===== src/rtl/fetch_unit_pkg.sv =====
// Shared CPU definitions for the Subarashii fetch stage.
//   CPU_ADDR_W   : PC / instruction memory word-address width
//   CPU_DATA_W   : instruction width
//   CPU_RESET_PC : PC value after reset
//   fetch_state_e: fetch FSM state encoding
package fetch_unit_pkg;

    localparam int CPU_ADDR_W = 16;
    localparam int CPU_DATA_W = 16;

    localparam logic [CPU_ADDR_W-1:0] CPU_RESET_PC = 16'h0000;

    typedef enum logic [1:0] {
        ST_IDLE  = 2'd0,
        ST_FETCH = 2'd1,
        ST_BLOCK = 2'd2
    } fetch_state_e;

endpackage


===== src/rtl/fetch_buf.sv =====
// Two-entry instruction buffer between fetch and decode: an output register
// presented to decode plus a skid register that catches one extra word when
// decode stalls. Strict FIFO order; flush empties both entries.
//   clk, rst            : clock, asynchronous active-low reset
//   flush               : drop both entries (redirect)
//   in_valid/data/pc    : word arriving from instruction memory
//   out_valid/ready     : handshake with decode
//   out_data/pc         : instruction and its address
//   skid_valid          : skid register occupied
module fetch_buf #(
    parameter int ADDR_W = fetch_unit_pkg::CPU_ADDR_W,
    parameter int DATA_W = fetch_unit_pkg::CPU_DATA_W
) (
    input  logic              clk,
    input  logic              rst,
    input  logic              flush,
    input  logic              in_valid,
    input  logic [DATA_W-1:0] in_data,
    input  logic [ADDR_W-1:0] in_pc,
    output logic              out_valid,
    input  logic              out_ready,
    output logic [DATA_W-1:0] out_data,
    output logic [ADDR_W-1:0] out_pc,
    output logic              skid_valid
);

    logic              out_valid_d,  out_valid_q;
    logic [DATA_W-1:0] out_data_d,   out_data_q;
    logic [ADDR_W-1:0] out_pc_d,     out_pc_q;
    logic              skid_valid_d, skid_valid_q;
    logic [DATA_W-1:0] skid_data_d,  skid_data_q;
    logic [ADDR_W-1:0] skid_pc_d,    skid_pc_q;
    logic              consume;

    assign consume = out_valid_q & out_ready;

    always_comb begin
        // NOTE: every signal gets a hold default first so no path leaves a
        // value unassigned (which would infer a latch); blocking '=' is
        // correct here because this block is combinational.
        out_valid_d  = out_valid_q;
        out_data_d   = out_data_q;
        out_pc_d     = out_pc_q;
        skid_valid_d = skid_valid_q;
        skid_data_d  = skid_data_q;
        skid_pc_d    = skid_pc_q;

        if (flush) begin
            out_valid_d  = 1'b0;
            skid_valid_d = 1'b0;
        end else if (skid_valid_q) begin
            // Drain: the older skid word moves up once decode takes the head.
            if (consume) begin
                out_data_d   = skid_data_q;
                out_pc_d     = skid_pc_q;
                skid_valid_d = in_valid;
                if (in_valid) begin
                    skid_data_d = in_data;
                    skid_pc_d   = in_pc;
                end
            end
        end else if (in_valid) begin
            if (!out_valid_q || consume) begin
                out_valid_d = 1'b1;
                out_data_d  = in_data;
                out_pc_d    = in_pc;
            end else begin
                skid_valid_d = 1'b1;
                skid_data_d  = in_data;
                skid_pc_d    = in_pc;
            end
        end else if (consume) begin
            out_valid_d = 1'b0;
        end
    end

    // NOTE: the data/pc registers are reset as well, because decode must see
    // inst_data=0 and inst_pc=0 straight out of reset; state uses '<=' only.
    always_ff @(posedge clk or negedge rst) begin
        if (!rst) begin
            out_valid_q  <= 1'b0;
            out_data_q   <= '0;
            out_pc_q     <= '0;
            skid_valid_q <= 1'b0;
            skid_data_q  <= '0;
            skid_pc_q    <= '0;
        end else begin
            out_valid_q  <= out_valid_d;
            out_data_q   <= out_data_d;
            out_pc_q     <= out_pc_d;
            skid_valid_q <= skid_valid_d;
            skid_data_q  <= skid_data_d;
            skid_pc_q    <= skid_pc_d;
        end
    end

    assign out_valid  = out_valid_q;
    assign out_data   = out_data_q;
    assign out_pc     = out_pc_q;
    assign skid_valid = skid_valid_q;

endmodule


===== src/rtl/fetch_unit.sv =====
// Instruction fetch stage: owns the PC, issues word reads over a req/ack
// handshake and hands instructions to decode through fetch_buf.
//   clk, rst              : clock, asynchronous active-low reset
//   imem_req/addr         : read request, held stable until imem_ack
//   imem_ack/rdata        : one-cycle read response
//   redirect_valid/pc     : branch/jump redirect (highest priority)
//   inst_valid/ready      : handshake with decode
//   inst_data/pc          : instruction and its address
module fetch_unit #(
    parameter int                ADDR_W   = fetch_unit_pkg::CPU_ADDR_W,
    parameter int                DATA_W   = fetch_unit_pkg::CPU_DATA_W,
    parameter logic [ADDR_W-1:0] RESET_PC = fetch_unit_pkg::CPU_RESET_PC
) (
    input  logic              clk,
    input  logic              rst,
    output logic              imem_req,
    output logic [ADDR_W-1:0] imem_addr,
    input  logic              imem_ack,
    input  logic [DATA_W-1:0] imem_rdata,
    input  logic              redirect_valid,
    input  logic [ADDR_W-1:0] redirect_pc,
    output logic              inst_valid,
    input  logic              inst_ready,
    output logic [DATA_W-1:0] inst_data,
    output logic [ADDR_W-1:0] inst_pc
);

    import fetch_unit_pkg::*;

    fetch_state_e      state_d, state_q;
    logic [ADDR_W-1:0] pc_d,    pc_q;
    logic [ADDR_W-1:0] addr_d,  addr_q;
    logic              req_d,   req_q;
    logic              drop_d,  drop_q;

    logic [ADDR_W-1:0] pc_inc;
    logic              ack_fire;
    logic              buf_in_valid;
    logic              to_skid;
    logic              skid_valid;

    // Acks are only meaningful against our own outstanding request.
    assign ack_fire     = req_q & imem_ack;
    assign buf_in_valid = ack_fire & ~drop_q & ~redirect_valid;
    // The head is occupied and not leaving, so this word lands in the skid.
    assign to_skid      = buf_in_valid & inst_valid & ~inst_ready;
    assign pc_inc       = pc_q + ADDR_W'(1);

    always_comb begin
        state_d = state_q;
        pc_d    = pc_q;
        addr_d  = addr_q;
        req_d   = req_q;
        drop_d  = drop_q;

        case (state_q)
            ST_IDLE: begin
                state_d = ST_FETCH;
                req_d   = 1'b1;
                addr_d  = pc_q;
            end
            ST_FETCH: begin
                if (redirect_valid) begin
                    pc_d = redirect_pc;
                    if (ack_fire) begin
                        drop_d = 1'b0;
                        addr_d = redirect_pc;
                    end else begin
                        // The bus request cannot be withdrawn; swallow its ack.
                        drop_d = 1'b1;
                    end
                end else if (ack_fire && drop_q) begin
                    drop_d = 1'b0;
                    addr_d = pc_q;
                end else if (ack_fire) begin
                    pc_d = pc_inc;
                    if (to_skid) begin
                        state_d = ST_BLOCK;
                        req_d   = 1'b0;
                    end else begin
                        addr_d = pc_inc;
                    end
                end
            end
            ST_BLOCK: begin
                if (redirect_valid) begin
                    state_d = ST_FETCH;
                    pc_d    = redirect_pc;
                    req_d   = 1'b1;
                    addr_d  = redirect_pc;
                end else if (!skid_valid) begin
                    state_d = ST_FETCH;
                    req_d   = 1'b1;
                    addr_d  = pc_q;
                end
            end
            default: begin
                state_d = ST_IDLE;
                req_d   = 1'b0;
            end
        endcase
    end

    always_ff @(posedge clk or negedge rst) begin
        if (!rst) begin
            state_q <= ST_IDLE;
            pc_q    <= RESET_PC;
            addr_q  <= RESET_PC;
            req_q   <= 1'b0;
            drop_q  <= 1'b0;
        end else begin
            state_q <= state_d;
            pc_q    <= pc_d;
            addr_q  <= addr_d;
            req_q   <= req_d;
            drop_q  <= drop_d;
        end
    end

    assign imem_req  = req_q;
    assign imem_addr = addr_q;

    fetch_buf #(
        .ADDR_W (ADDR_W),
        .DATA_W (DATA_W)
    ) u_buf (
        .clk        (clk),
        .rst        (rst),
        .flush      (redirect_valid),
        .in_valid   (buf_in_valid),
        .in_data    (imem_rdata),
        .in_pc      (addr_q),
        .out_valid  (inst_valid),
        .out_ready  (inst_ready),
        .out_data   (inst_data),
        .out_pc     (inst_pc),
        .skid_valid (skid_valid)
    );

endmodule


===== config.mk =====
export PLATFORM = sky130hd
export DESIGN_NAME = fetch_unit
export DESIGN_NICKNAME = d
export VERILOG_FILES = /design/src/rtl/fetch_unit_pkg.sv /design/src/rtl/fetch_buf.sv /design/src/rtl/fetch_unit.sv
export SDC_FILE = /design/constraint.sdc
export NUM_CORES = 1
export LEC_CHECK = 0
export ABC_CLOCK_PERIOD_IN_PS = 3700
export CAP_MARGIN = 20
export CORE_MARGIN = 2
export CORE_UTILIZATION = 59
export DETAILED_ROUTE_END_ITERATION = 8
export PLACE_DENSITY = 0.86
export REMOVE_ABC_BUFFERS = 1
export SLEW_MARGIN = 20
export SYNTH_ARGS = -nofsm -noshare
export SYNTH_HDL_FRONTEND = slang
export SYNTH_HIERARCHICAL = 1
export SYNTH_SLANG_ARGS = --single-unit
export TNS_END_PERCENT = 20

===== constraint.sdc =====
create_clock -name clk -period 3.7 [get_ports clk]
set_input_delay 1.11 -clock clk [delete_from_list [all_inputs] [get_ports clk]]
set_output_delay 1.11 -clock clk [all_outputs]
set_load 0.05 [all_outputs]

* Word level (Yosys, flattened, before mapping)
Index checks and enable logic that the tools add are counted.
** Word-level totals
- Flip-flop bits (word level) :: 102
- Input bits :: 37
- Output and inout bits :: 50
- Word-level logic and storage cells :: 114
** Operators by class
- $add $sub $neg :: 1
- Equal/unequal tests :: 18
- Mux-type cells :: 58
- Bitwise operators :: 9
- Reduce and logical (&&, ||, !) cells :: 17
** Operators with widths (count)
- 2-to-1 mux 16 bit :: 29
- case mux 16 bit (3 select lines) :: 1
- case mux 16 bit (2 select lines) :: 1
- 2-to-1 mux 1 bit :: 19
- adder 16 x 1 -> 16 bit (second input constant) :: 1
- inequality test 2 bit (second input constant) :: 8
- inequality test 3 bit (second input constant) :: 5
- AND reduction 5 bit :: 3
- 2-to-1 mux 2 bit :: 6
- AND reduction 4 bit :: 2
- nonzero test 2 bit :: 4
- AND 1 bit :: 6
- case mux 2 bit (3 select lines) :: 1
- nonzero test 3 bit :: 2
- inequality test 4 bit (second input constant) :: 1
- inequality test 3 x 2 -> 1 bit (second input constant) :: 1
- inverter 1 bit :: 3
- case mux 1 bit (3 select lines) :: 1
- AND reduction 3 bit :: 1
- equality test 2 x 1 -> 1 bit (second input constant) :: 1
- equality test 2 bit (second input constant) :: 1
- logical NOT 2 bit :: 1
- inequality test 2 x 1 -> 1 bit (second input constant) :: 1
- AND reduction 2 bit :: 1
- 3 further kinds :: 3

* Logic depth before layout (Yosys ltp)
- Depth in word-level cells :: 10
- Depth in mapped cells :: 9

* By module
The synthesis kept the hierarchy.
** By module, submodules not included
- fetch_buf :: times used 1, cells each 186, area each 2904.0 µm²
- fetch_unit :: times used 1, cells each 324, area each 2667.6 µm²

* Worst setup path before layout
Ideal clock, no wire load.
- Path type :: input-to-reg
- Start :: input port redirect_valid
- End :: register u_buf.out_pc_q[10], in the netlist u_buf/out_pc[10]
- Setup time :: 0.125 ns
- Arrival :: 2.730 ns
- Slack :: 0.845 ns
- Stages :: 7
- Buffers on the path :: 3
- Cells stage by stage :: buf_2 -> clkbuf_1 -> nor3_1 -> nand2b_1 -> a211oi_4 -> buf_6 -> mux2_2
** Between the ends
- Word-level cells in the longest chain between the ends :: 4
** Ends and longest elaborated chain
- start: declaration :: RTL line fetch_unit.sv:20 : input logic redirect_valid,
- inverter 1 bit (no source line)
- AND 1 bit :: RTL line fetch_unit.sv:44 : assign buf_in_valid = ack_fire & ~drop_q & ~redirect_valid;
- via buf_in_valid :: RTL line fetch_unit.sv:38 : logic buf_in_valid;
- nonzero test 2 bit (no source line)
- AND reduction 4 bit (no source line)
- end signal: assignment :: RTL line fetch_buf.sv:90 : out_pc_q <= out_pc_d;
- end: declaration :: RTL line fetch_buf.sv:29 : logic [ADDR_W-1:0] out_pc_d, out_pc_q;
The timed path passes the listed nets, and every way through them passes these cells.
A chain may end at the register's enable or synchronous reset.

* Final worst setup path
- Start :: input port redirect_valid
- End :: register addr_q[5], in the netlist imem_addr[5]
** Between the ends
- Word-level cells in the longest chain between the ends :: 6
- Elaborated cells between the ends (all ways) :: 11
** Ends and longest elaborated chain
- inverter 1 bit (no source line)
- AND 1 bit :: RTL line fetch_unit.sv:44
- AND 1 bit (2 in series) :: RTL line fetch_unit.sv:46 : assign to_skid = buf_in_valid & inst_valid & ~inst_ready;
- inequality test 4 bit (no source line)
- AND reduction 5 bit (no source line)
- end signal: assignment :: RTL line fetch_unit.sv:114 : addr_q <= addr_d;
- end: declaration :: RTL line fetch_unit.sv:32 : logic [ADDR_W-1:0] addr_d, addr_q;
Several ways; a longest one is shown, not always the timed one.

==> flow_metrics.env <==
export IMPL_run_status="finished, final reports clean"
export IMPL_port_buffers=86
export IMPL_cts_tree="done"
export IMPL_drc=0
export IMPL_drive_above_1_share_pct=23.21
export IMPL_ys_ff_latch=102
export IMPL_cp_cell_sequence="clkdlybuf4s50_1 > buf_4 > nand3b_1 > o21ai_1 > a21o_1 > a221o_1 > o22a_1"
export IMPL_rrSetupSlack_ns=1.21
export IMPL_cap_violations=0
export IMPL_hp_class="register to register"
export IMPL_pwr_density_cell_nw_per_um2=339.3
export IMPL_rr_worst_depth=7
export IMPL_finalSetupTns_ns=0
export IMPL_ir_drop_uv=227.0
export IMPL_diodes=0
export IMPL_setup_viol=0
export IMPL_synth_edf_count=0
export IMPL_p_seq_share_pct=53.6
export IMPL_synthCells=510
export IMPL_yosysSeqAreaShare_pct=45.81
export IMPL_critical_path_slowest_cell="clkdlybuf4s50_1"
export IMPL_fmax_mhz=333.4
export IMPL_htree_num_levels=3
export IMPL_postRouteAntennaNets=0
export IMPL_dr_pass1_iters=5
export IMPL_synth_most_common_cell="dfrtp_1"
export IMPL_synth_ff_type="dfrtp_1"
export IMPL_synth_common_cells="dfrtp_1, mux2_2, a21oi_1, nand2_1, nor2_1"
export IMPL_place_inst=681
export IMPL_io_pins=87
export IMPL_worstSetupPathType="input pin to register"
export IMPL_critPathRequiredTime_ns=3.95
export IMPL_critPathTopFamily="compound AO/OA/AOI/OAI gates"
export IMPL_crit_path_start_kind="input pin"
export IMPL_grt_pass1_wl_um=21940
export IMPL_grt_pass1_vias=4355
export IMPL_dp_hpwl_um=9309
export IMPL_syn2layout_area_growth_pct=20.30
export IMPL_numCtsBuffers=9
export IMPL_die_w_um=101.2
export IMPL_crit_arrival_ns=3.25
export IMPL_share_comb_of_total_power_pct=13.1
export IMPL_clkTransAtPathRegs_ns=0.10
export IMPL_clk_latency_ns=0.36
export IMPL_die_y_um=101.2
export IMPL_slew_viol_final=0
export IMPL_fin_worst_skew_ns=0.01019
export IMPL_avgViaCountPerCell=6.297
export IMPL_r2r_end="imem_addr[12]"
export IMPL_vias=4389
export IMPL_root_buffer="clkbuf_8"
export IMPL_synth_area_leader_cell="dfrtp_1"
export IMPL_worstHoldStart="u_buf/skid_pc_q[2]"
export IMPL_ctsResizeCount=0
export IMPL_initial_core_util_pct=60.59
export IMPL_layout_nets=624
export IMPL_critPathMaxStageDelay_ns=0.68
export IMPL_ys_async_sr_fraction_pct=100.0
export IMPL_antenna_found_initial=0
export IMPL_instances_no_fill=697
export IMPL_clkPwrFrac_pct=33.4
export IMPL_wl_um=13230
export IMPL_grt_setup_unrepaired="no"
export IMPL_sw_frac_of_total_pct=28.88
export IMPL_synth_top_area_share_pct=45.81
export IMPL_whs_path_depth=1
export IMPL_synth_distinct_cells=65
export IMPL_drt_iter0_drc=186
export IMPL_cts_hold_buf=0
export IMPL_switchingPower_w=0.0006568
export IMPL_critPathBufInv=2
export IMPL_die_area_um2=10240
export IMPL_clock_sinks=102
export IMPL_syn_cell_area_um2=5572
export IMPL_worstSetupEndpointType="register"
export IMPL_grt_max_degree=57
export IMPL_grt_usage_pct=26.93
export IMPL_coreArea_um2=9196
export IMPL_holdPathEnd="u_buf/skid_pc_q[2]"
export IMPL_fin_crit_ns=3.000
export IMPL_wire_per_inst_um=18.97
export IMPL_p_int_w=0.001617
export IMPL_rows=35
export IMPL_tightest_slew_ns=0.7124
export IMPL_crit_fanout=20
export IMPL_leakagePower_nw=2.905
export IMPL_synth_area_leaders="dfrtp_1, mux2_2, a21oi_1"
export IMPL_clk_path_buf_depth=2
export IMPL_slew_headroom_pct=52.51
export IMPL_place_congestion=0.9148
export IMPL_cts_setup_buffers=0
export IMPL_timing_rr_start="state_q[0]"
export IMPL_finalCritPeriodShare_pct=81.07
export IMPL_hold_viol_final=0
export IMPL_synth_area_per_cell_um2=10.92
export IMPL_grt_overflow_total=0
export IMPL_ys_warn_count=6
power by group through the flow:
stage / Combinational (W) / Sequential [W] / Clock [W]
after floorplan: 0.000136 / 0.00125 / 0
after CTS: 0.000297 / 0.00122 / 0.000781
after detailed placement: 0.000294 / 0.00124 / 0
after global routing: 0.000325 / 0.00122 / 0.000828
final: 0.000297 / 0.00122 / 0.000759
after global placement: 0.000288 / 0.00123 / 0
worst register-to-register path, cell delays in order, from the launching register on:
cell	delay [ns]
dfrtp_1	0.44
inv_1	0.09
ha_1	0.41
or2_2	0.41
o21ai_1	0.20
a21o_1	0.50
nor2_1	0.12
a22o_1	0.22
layout make-up:
type / instances / area (um2)
timing repair buffer: 97 / 978.4
clock inverter: 7 / 97.59
multi-input combinational: 362 / 2778
sequential: 102 / 2552
tap: 111 / 138.9
fill: 617 / 2494
inverter: 9 / 33.78
clock buffer: 9 / 123.9
logic make-up after synthesis:
group	synth area share (%)
compound gates	14.57
fa+ha+maj	1.347
buf+inv	4.334
flops	45.81
simple gates	12.33
xor+xnor	1.257
mux	20.35
metrics by stage:
| stage | worst slack, ns | total power (W) | hold slack (ns) | utilization [%] | cell area, um2 |
|---|---|---|---|---|---|
| finish | 0.7005 | 0.002274 | 0.4961 | 72.88 | 6703 |
| global route | 0.5441 | 0.002378 | 0.5201 | 72.88 | 6703 |
| floorplan | 0.6715 | 0.001386 | 0.4522 | - | 5364 |
| detailed placement | 0.3695 | 0.001531 | 0.4705 | 70.48 | 6481 |
| global placement | 0.4438 | 0.001522 | 0.4624 | 70.48 | 6481 |
| CTS | 0.7248 | 0.002293 | 0.4941 | 72.88 | 6703 |
layout by cell type (no fill, tap or decap), drive strengths merged, types with 6 or more instances in the layout:
cell type      instances
dfrtp                102
mux2                  98
clkdlybuf4s50         85
a21oi                 35
nand2                 34
nor2                  34
o21ai                 20
nand3                 18
buf                   12
a221oi                11
inv                   11
clkbuf                 9
o22ai                  8
nor3                   8
a22o                   7
nand4                  7
ha                     6
routing by layer:
layer  global-route usage (%)  up-vias  routed length [um]
met5                        0        -                   0
met4                    6.341        0                 186
met3                    4.279       17                 851
met2                    46.05      188                6556
met1                    36.39     2150                5631
li1                         -     2034                   -
state kept, by name, indices dropped and copies added (netlist names):
register	cells
u_buf/skid_pc_q	16
u_buf/skid_valid	1
imem_addr	16
u_buf/skid_data_q	16
u_buf/out_valid	1
drop_q	1
u_buf/out_pc	16
imem_req	1
state_q	2
pc_q	16
u_buf/out_data	16
how the worst max path moves through the flow:
stage                               from                 to  depth (start not counted)
after detailed placement  redirect_valid       imem_addr[0]                          5
after global routing      redirect_valid       imem_addr[0]                          5
final                     redirect_valid       imem_addr[5]                          7
after floorplan                 imem_ack  u_buf/out_data[0]                          5
after global placement    redirect_valid       imem_addr[5]                          7
after CTS                 redirect_valid      imem_addr[12]                          5
(Power assumes the default switching activity.)
